File: src/rtl/fsk_pkg.sv
// Shared FSK receive/transmit definitions: tracker states and default timing
// constants used by the divider, the tone period detector and the deframer.
package fsk_pkg;

  typedef enum logic [1:0] {
    IDLE  = 2'd0,
    ARMED = 2'd1,
    TRACK = 2'd2
  } fsk_state_e;

  localparam int CNT_W_DEF       = 8;
  localparam int SYNC_STAGES_DEF = 2;
  localparam int MIN_PERIOD_DEF  = 4;
  localparam int THRESH_DEF      = 24;
  localparam int TIMEOUT_DEF     = 255;

endpackage

File: src/rtl/sync_edge.sv
// Multi-stage synchronizer for an asynchronous level, followed by a registered
// rising-edge pulse (one clk wide) on the synchronized signal.
module sync_edge #(
  parameter int SYNC_STAGES = 2
) (
  input  logic clk,
  input  logic rst_n,
  input  logic d,
  output logic rise
);

  logic [SYNC_STAGES-1:0] chain;
  logic                   sync_prev;

  // NOTE: every flop here, including the synchronizer chain, is cleared by the
  // async reset so a level already high at release is reported as a fresh edge.
  always_ff @(posedge clk or negedge rst_n) begin
    if (!rst_n) begin
      chain     <= '0;
      sync_prev <= 1'b0;
      rise      <= 1'b0;
    end else begin
      chain     <= {chain[SYNC_STAGES-2:0], d};
      sync_prev <= chain[SYNC_STAGES-1];
      // Registered so the measurement strobe lands SYNC_STAGES+1 edges after sampling.
      rise      <= chain[SYNC_STAGES-1] & ~sync_prev;
    end
  end

endmodule

File: src/rtl/tone_period_detect.sv
// Measures the period of a square-wave FSK tone in clk cycles, classifies it as
// mark/space and tracks lock, dropping it after TIMEOUT cycles without an edge.
module tone_period_detect
  import fsk_pkg::*;
#(
  parameter int CNT_W       = CNT_W_DEF,
  parameter int SYNC_STAGES = SYNC_STAGES_DEF,
  parameter int MIN_PERIOD  = MIN_PERIOD_DEF,
  parameter int THRESH      = THRESH_DEF,
  parameter int TIMEOUT     = TIMEOUT_DEF
) (
  input  logic             clk,
  input  logic             rst_n,
  input  logic             tone_in,
  output logic [CNT_W-1:0] period,
  output logic             period_valid,
  output logic             bit_out,
  output logic             lock,
  output logic             timeout
);

  localparam logic [CNT_W-1:0] MIN_C = CNT_W'(MIN_PERIOD);
  localparam logic [CNT_W-1:0] THR_C = CNT_W'(THRESH);
  localparam logic [CNT_W-1:0] TMO_C = CNT_W'(TIMEOUT);
  localparam logic [CNT_W-1:0] ONE_C = CNT_W'(1);

  fsk_state_e       state, state_n;
  logic [CNT_W-1:0] cnt, cnt_n;
  logic             rise;
  logic             accept;
  logic             expire;

  sync_edge #(
    .SYNC_STAGES(SYNC_STAGES)
  ) u_sync_edge (
    .clk  (clk),
    .rst_n(rst_n),
    .d    (tone_in),
    .rise (rise)
  );

  // NOTE: every signal driven here gets a default first, so no path leaves one
  // unassigned and no latch is inferred.
  always_comb begin
    state_n = state;
    accept  = 1'b0;
    expire  = 1'b0;
    case (state)
      IDLE: begin
        if (rise) state_n = ARMED;
      end
      ARMED, TRACK: begin
        // A rise always beats expiry; a glitch rise neither accepts nor expires.
        if (rise) begin
          if (cnt >= MIN_C) begin
            accept  = 1'b1;
            state_n = TRACK;
          end
        end else if (cnt == TMO_C) begin
          expire  = 1'b1;
          state_n = IDLE;
        end
      end
      default: state_n = IDLE;
    endcase

    if (accept || (state == IDLE && rise)) begin
      cnt_n = ONE_C;
    end else if (cnt != TMO_C) begin
      cnt_n = cnt + ONE_C;
    end else begin
      cnt_n = cnt;
    end
  end

  // NOTE: state and output registers use non-blocking assignments so every flop
  // samples the pre-edge values computed above.
  always_ff @(posedge clk or negedge rst_n) begin
    if (!rst_n) begin
      state        <= IDLE;
      cnt          <= '0;
      period       <= '0;
      period_valid <= 1'b0;
      bit_out      <= 1'b0;
      timeout      <= 1'b0;
    end else begin
      state        <= state_n;
      cnt          <= cnt_n;
      period_valid <= accept;
      timeout      <= expire;
      if (accept) begin
        period  <= cnt;
        bit_out <= (cnt < THR_C);
      end
    end
  end

  assign lock = (state == TRACK);

endmodule

File: config.mk
export PLATFORM = sky130hd
export DESIGN_NAME = tone_period_detect
export DESIGN_NICKNAME = d
export VERILOG_FILES = /design/src/rtl/fsk_pkg.sv /design/src/rtl/sync_edge.sv /design/src/rtl/tone_period_detect.sv
export SDC_FILE = /design/constraint.sdc
export NUM_CORES = 1
export LEC_CHECK = 0
export CAP_MARGIN = 0
export CORE_MARGIN = 3
export CORE_UTILIZATION = 45
export CTS_BUF_LIST = sky130_fd_sc_hd__clkbuf_8
export DETAILED_ROUTE_END_ITERATION = 8
export HOLD_SLACK_MARGIN = 0.05
export PLACE_DENSITY = 0.64
export SLEW_MARGIN = 20
export SYNTH_ARGS = -nofsm -noshare
export SYNTH_HDL_FRONTEND = slang
export SYNTH_SLANG_ARGS = --single-unit
File: constraint.sdc
create_clock -name clk -period 2.1 [get_ports clk]
set_clock_uncertainty 0.15 [all_clocks]
set_input_delay 0.525 -clock clk [delete_from_list [all_inputs] [get_ports clk]]
set_output_delay 0.525 -clock clk [all_outputs]
set_load 0.05 [all_outputs]
==> results.md <==
STA:
- The worst hold slack is between 0.2 and 0.25 ns.
- The worst-case headroom to the max-slew limit is about 72%.
- Setup repair after global routing left no endpoint under its margin.
- Of the available clock period, the critical path in the final layout requires 90.63%.
- The post-layout worst setup margin is roughly 0.20 ns.
- After routing, the total negative slack on setup checks comes to 0 ns.
- The number of max-slew violations in the final report is 0.
- The number of endpoints with negative hold slack in the final report is 0.
- The final count of negative-setup-slack endpoints is 0.
- The transition time at the pin with the least slew margin is between 0.4 and 0.5 ns.
- The highest achievable clock rate is 525.4 MHz.
- After layout, the minimum clock period comes to between 1.5 and 2 ns.

Critical path:
- The worst setup path startpoint is state[0].
- STA puts the critical path data arrival time at roughly 1.9 ns.
- The maximum net fanout on the critical path is 9.
- The worst setup path is launched from a flip-flop.
- The sort of element at the end of the critical path is a flip-flop.
- The setup path with the least slack is of type flip-flop to flip-flop.
- The worst flop-to-flop path startpoint is state[0].
- At the worst endpoint, the required time is around 2.1 ns.

Detailed routing:
- The total via count after detailed routing is about 820.
- The wire length reported by the detailed router is between 2 and 2.5 mm.
- The count of nets left with antenna violations once routing finished came out at 0.
- The post-route DRC violation count is 0.
- The total iterations of the first detailed-routing run is 4.
- In the routed layout, each cell is associated on average with a via count of 5.715.
- The average routed wire per standard cell is around 16 um.
- The number of DRC markers in iteration 0 is 13.

Logic synthesis:
- The post-synthesis net count is roughly 110.
- The share of async-settable or async-resettable flops after synthesis is 100.0%.
- The cell area that synthesis handed to floorplanning was 1180 um^2.
- The number of enable flip-flop cells after synthesis is 0.
- Synthesis handed over a netlist of 99 instances.
- The flip-flop and latch count after synthesis is 25.
- The sequential cell area fraction in the yosys report is between 50% and 60%.
- The number of library cell types mapped by synthesis is 38.
- After synthesis, the mean cell area works out to roughly 12 um^2.
- During synthesis, Yosys emitted a total of 0 warnings.
- The most frequently used flop master after synthesis is sky130_fd_sc_hd__dfrtp_1.

Global route:
- The maximum number of pins on one net before global-route repair is 26.
- For met1 alone, demand over resource in global routing was 20.49%.
- The met3 usage is roughly 3.4%.
- The initial antenna violation count was 0.
- The total overflow reported by the global router is 0.
- The layer carrying the most global-route usage is met2.
- The met2 track utilization from global routing is roughly 28%.
- The first global-routing pass estimated around 4 mm of wire.
- The combined global-route utilization of all metal layers is 16.01%.
- The number of global-route vias before repair came to ~860.

Final layout:
- The area growth from synthesis to layout is 16.65%.
- The final non-filler cell area is between 1000 and 1500 um^2.
- The count of inserted antenna diode cells is 0.
- Leaving out fill and tap cells, the most frequent cells in the layout are sky130_fd_sc_hd__dfrtp_1, sky130_fd_sc_hd__buf_4, sky130_fd_sc_hd__mux2_2, sky130_fd_sc_hd__a21oi_1, sky130_fd_sc_hd__inv_1.
- The net count reported at finish is around 120.
- The library cell used most frequently in the layout, excluding fill and tap cells, is sky130_fd_sc_hd__dfrtp_1.
- In the final layout, the share of cells above drive strength 1 is between 30 and 40%.
- The final standard cell count with taps included and fillers excluded is approximately 140.

Min path:
- The type of the most critical hold path is flip-flop to flip-flop.
- The worst hold path begins at u_sync_edge.chain[0].

Power and ir drop:
- In this run the power density over the cells is 1339 nW/um^2.
- Across the VDD grid, the largest voltage drop is 0.0008326 V.
- The total leakage power is approximately 0.64 nW.

Clock network:
- The number of levels the H-tree was split into is 1.
- The total clock buffers created by CTS is 3.
- The number of sinks on the clock net is 25.
- The clock passes through at most 2 buffers.
- For this design, the CTS-stage hold fixing added 0 buffers.
- The number of gates resized after CTS was 0.
- The root buffer cell chosen for the clock tree is sky130_fd_sc_hd__clkbuf_8.
- The clock latency on the worst-skew pair is 0.27 ns.
- After clock tree synthesis, the clock-pin slew on the worst setup and hold paths is around 0.090 ns.
- TritonCTS built the clock tree.
- The post-CTS setup buffer count is 0.

Floorplan:
- The floorplan step defined a die boundary enclosing 3272 um^2.
- For this design the top-level I/O count stands at 15.
- Measured along the x axis, the die boundary spans 57.21 um.
- In this run the core area contains 17 standard-cell rows.
- The area of the core region is between 2000 and 2500 um^2.
- The starting utilization of the core area is 50.43%.
- The die height is approximately 57 um.

Placed design:
- The quantity of I/O buffers inserted on ports is 14.
- Including well taps, the total number of placed cells is 140.
- Summing all placed instances gives a cell area of ~1300 um^2.
- The worst slack at placement is roughly 0.21 ns.
- The congestion estimate from routability-driven global placement came to 0.8737.
- Detailed placement finished with a half-perimeter wire length of approximately 1.7 mm.

Flow run:
- The number of maximum-capacitance violations is 0.

Outcome:
- The run finished with clean final reports.
## kinds of logic (layout without fill, tap and decap cells)
logic type / after synthesis / after routing / synth area share, %
and+or+nand+nor: 27 / 27 / 15.70
DFF: 25 / 25 / 53.02
AOI/OAI and AO/OA: 24 / 24 / 14.10
buffers and inverters: 12 / 29 / 5.939
muxes: 7 / 7 / 6.998
adders and majority gates: 4 / 4 / 4.242
## per-layer routing
metal  vias up  wire length (um)
met5         -                 0
met4         0                10
met3         2                71
met2        15              1119
met1       409              1144
li1        397                 -
## through the flow
stage / power (W) / utilization, %
after floorplan: 0.001346 / -
after global placement: 0.001549 / 56.84
after detailed placement: 0.001572 / 56.84
after CTS: 0.001859 / 58.82
after global routing: 0.001974 / 58.82
final: 0.001843 / 58.82
## critical path, stage by stage, from the launching register on
cell and delay [ns]:
sky130_fd_sc_hd__dfrtp_1 0.36, sky130_fd_sc_hd__inv_1 0.08, sky130_fd_sc_hd__ha_1 0.40, sky130_fd_sc_hd__nand2_1 0.09, sky130_fd_sc_hd__a21o_1 0.32, sky130_fd_sc_hd__mux2_2 0.38
## power by group
part | switching (W) | leakage (nW) | internal, W
Combinational | 0.000491 | 0.291 | 0.000324
Sequential | 0.000144 | 0.320 | 0.000606
Clock | 0.000145 | 0.0255 | 0.000132
## sequential cells by signal, summed over array words and instances, names as in the netlist
register	cells
timeout	1
period_valid	1
bit_out	1
period	8
cnt	8
state	2
u_sync_edge.rise	1
u_sync_edge.sync_prev	1
u_sync_edge.chain	2
## synth_stat cells, types with 2 or more instances
cell	count	area share, %
sky130_fd_sc_hd__and4_1	2	1.5
sky130_fd_sc_hd__dfrtp_1	25	53
sky130_fd_sc_hd__nor3_4	2	2.8
sky130_fd_sc_hd__mux2_2	6	5.7
sky130_fd_sc_hd__nor4_1	2	1.1
sky130_fd_sc_hd__clkbuf_2	2	0.85
sky130_fd_sc_hd__buf_6	2	1.9
sky130_fd_sc_hd__ha_1	4	4.2
sky130_fd_sc_hd__a31oi_1	4	2.1
sky130_fd_sc_hd__nor3_1	4	1.7
sky130_fd_sc_hd__a32o_1	2	1.7
sky130_fd_sc_hd__nand3_1	2	0.85
sky130_fd_sc_hd__o21ai_0	2	0.85
sky130_fd_sc_hd__nand2b_1	2	1.1
sky130_fd_sc_hd__inv_1	5	1.6
sky130_fd_sc_hd__a21oi_1	6	2.5
sky130_fd_sc_hd__nand2_1	4	1.3
sky130_fd_sc_hd__a211oi_1	3	1.9
## final timing paths
check	end	slack [ns]	depth (start not counted)
worst max register to register	period[3]	0.20	5
worst min-delay path	u_sync_edge.chain[1]	0.20	0
worst max-delay path	period[3]	0.20	5
worst min register to register	u_sync_edge.chain[1]	0.20	0
max in group asynchronous	cnt[6]	1.09	2
min in group asynchronous	bit_out	0.46	2
## cell type report
cell class              count  area, um^2
clock inverters             1       5.005
clock buffers               3       41.29
flip-flops and latches     25       625.6
inverters                   6       25.02
multi-input cells          62       484.2
fillers                   216       963.4
well taps                  28       35.03
repair buffers             19       160.2
(Power assumes the default switching activity.)
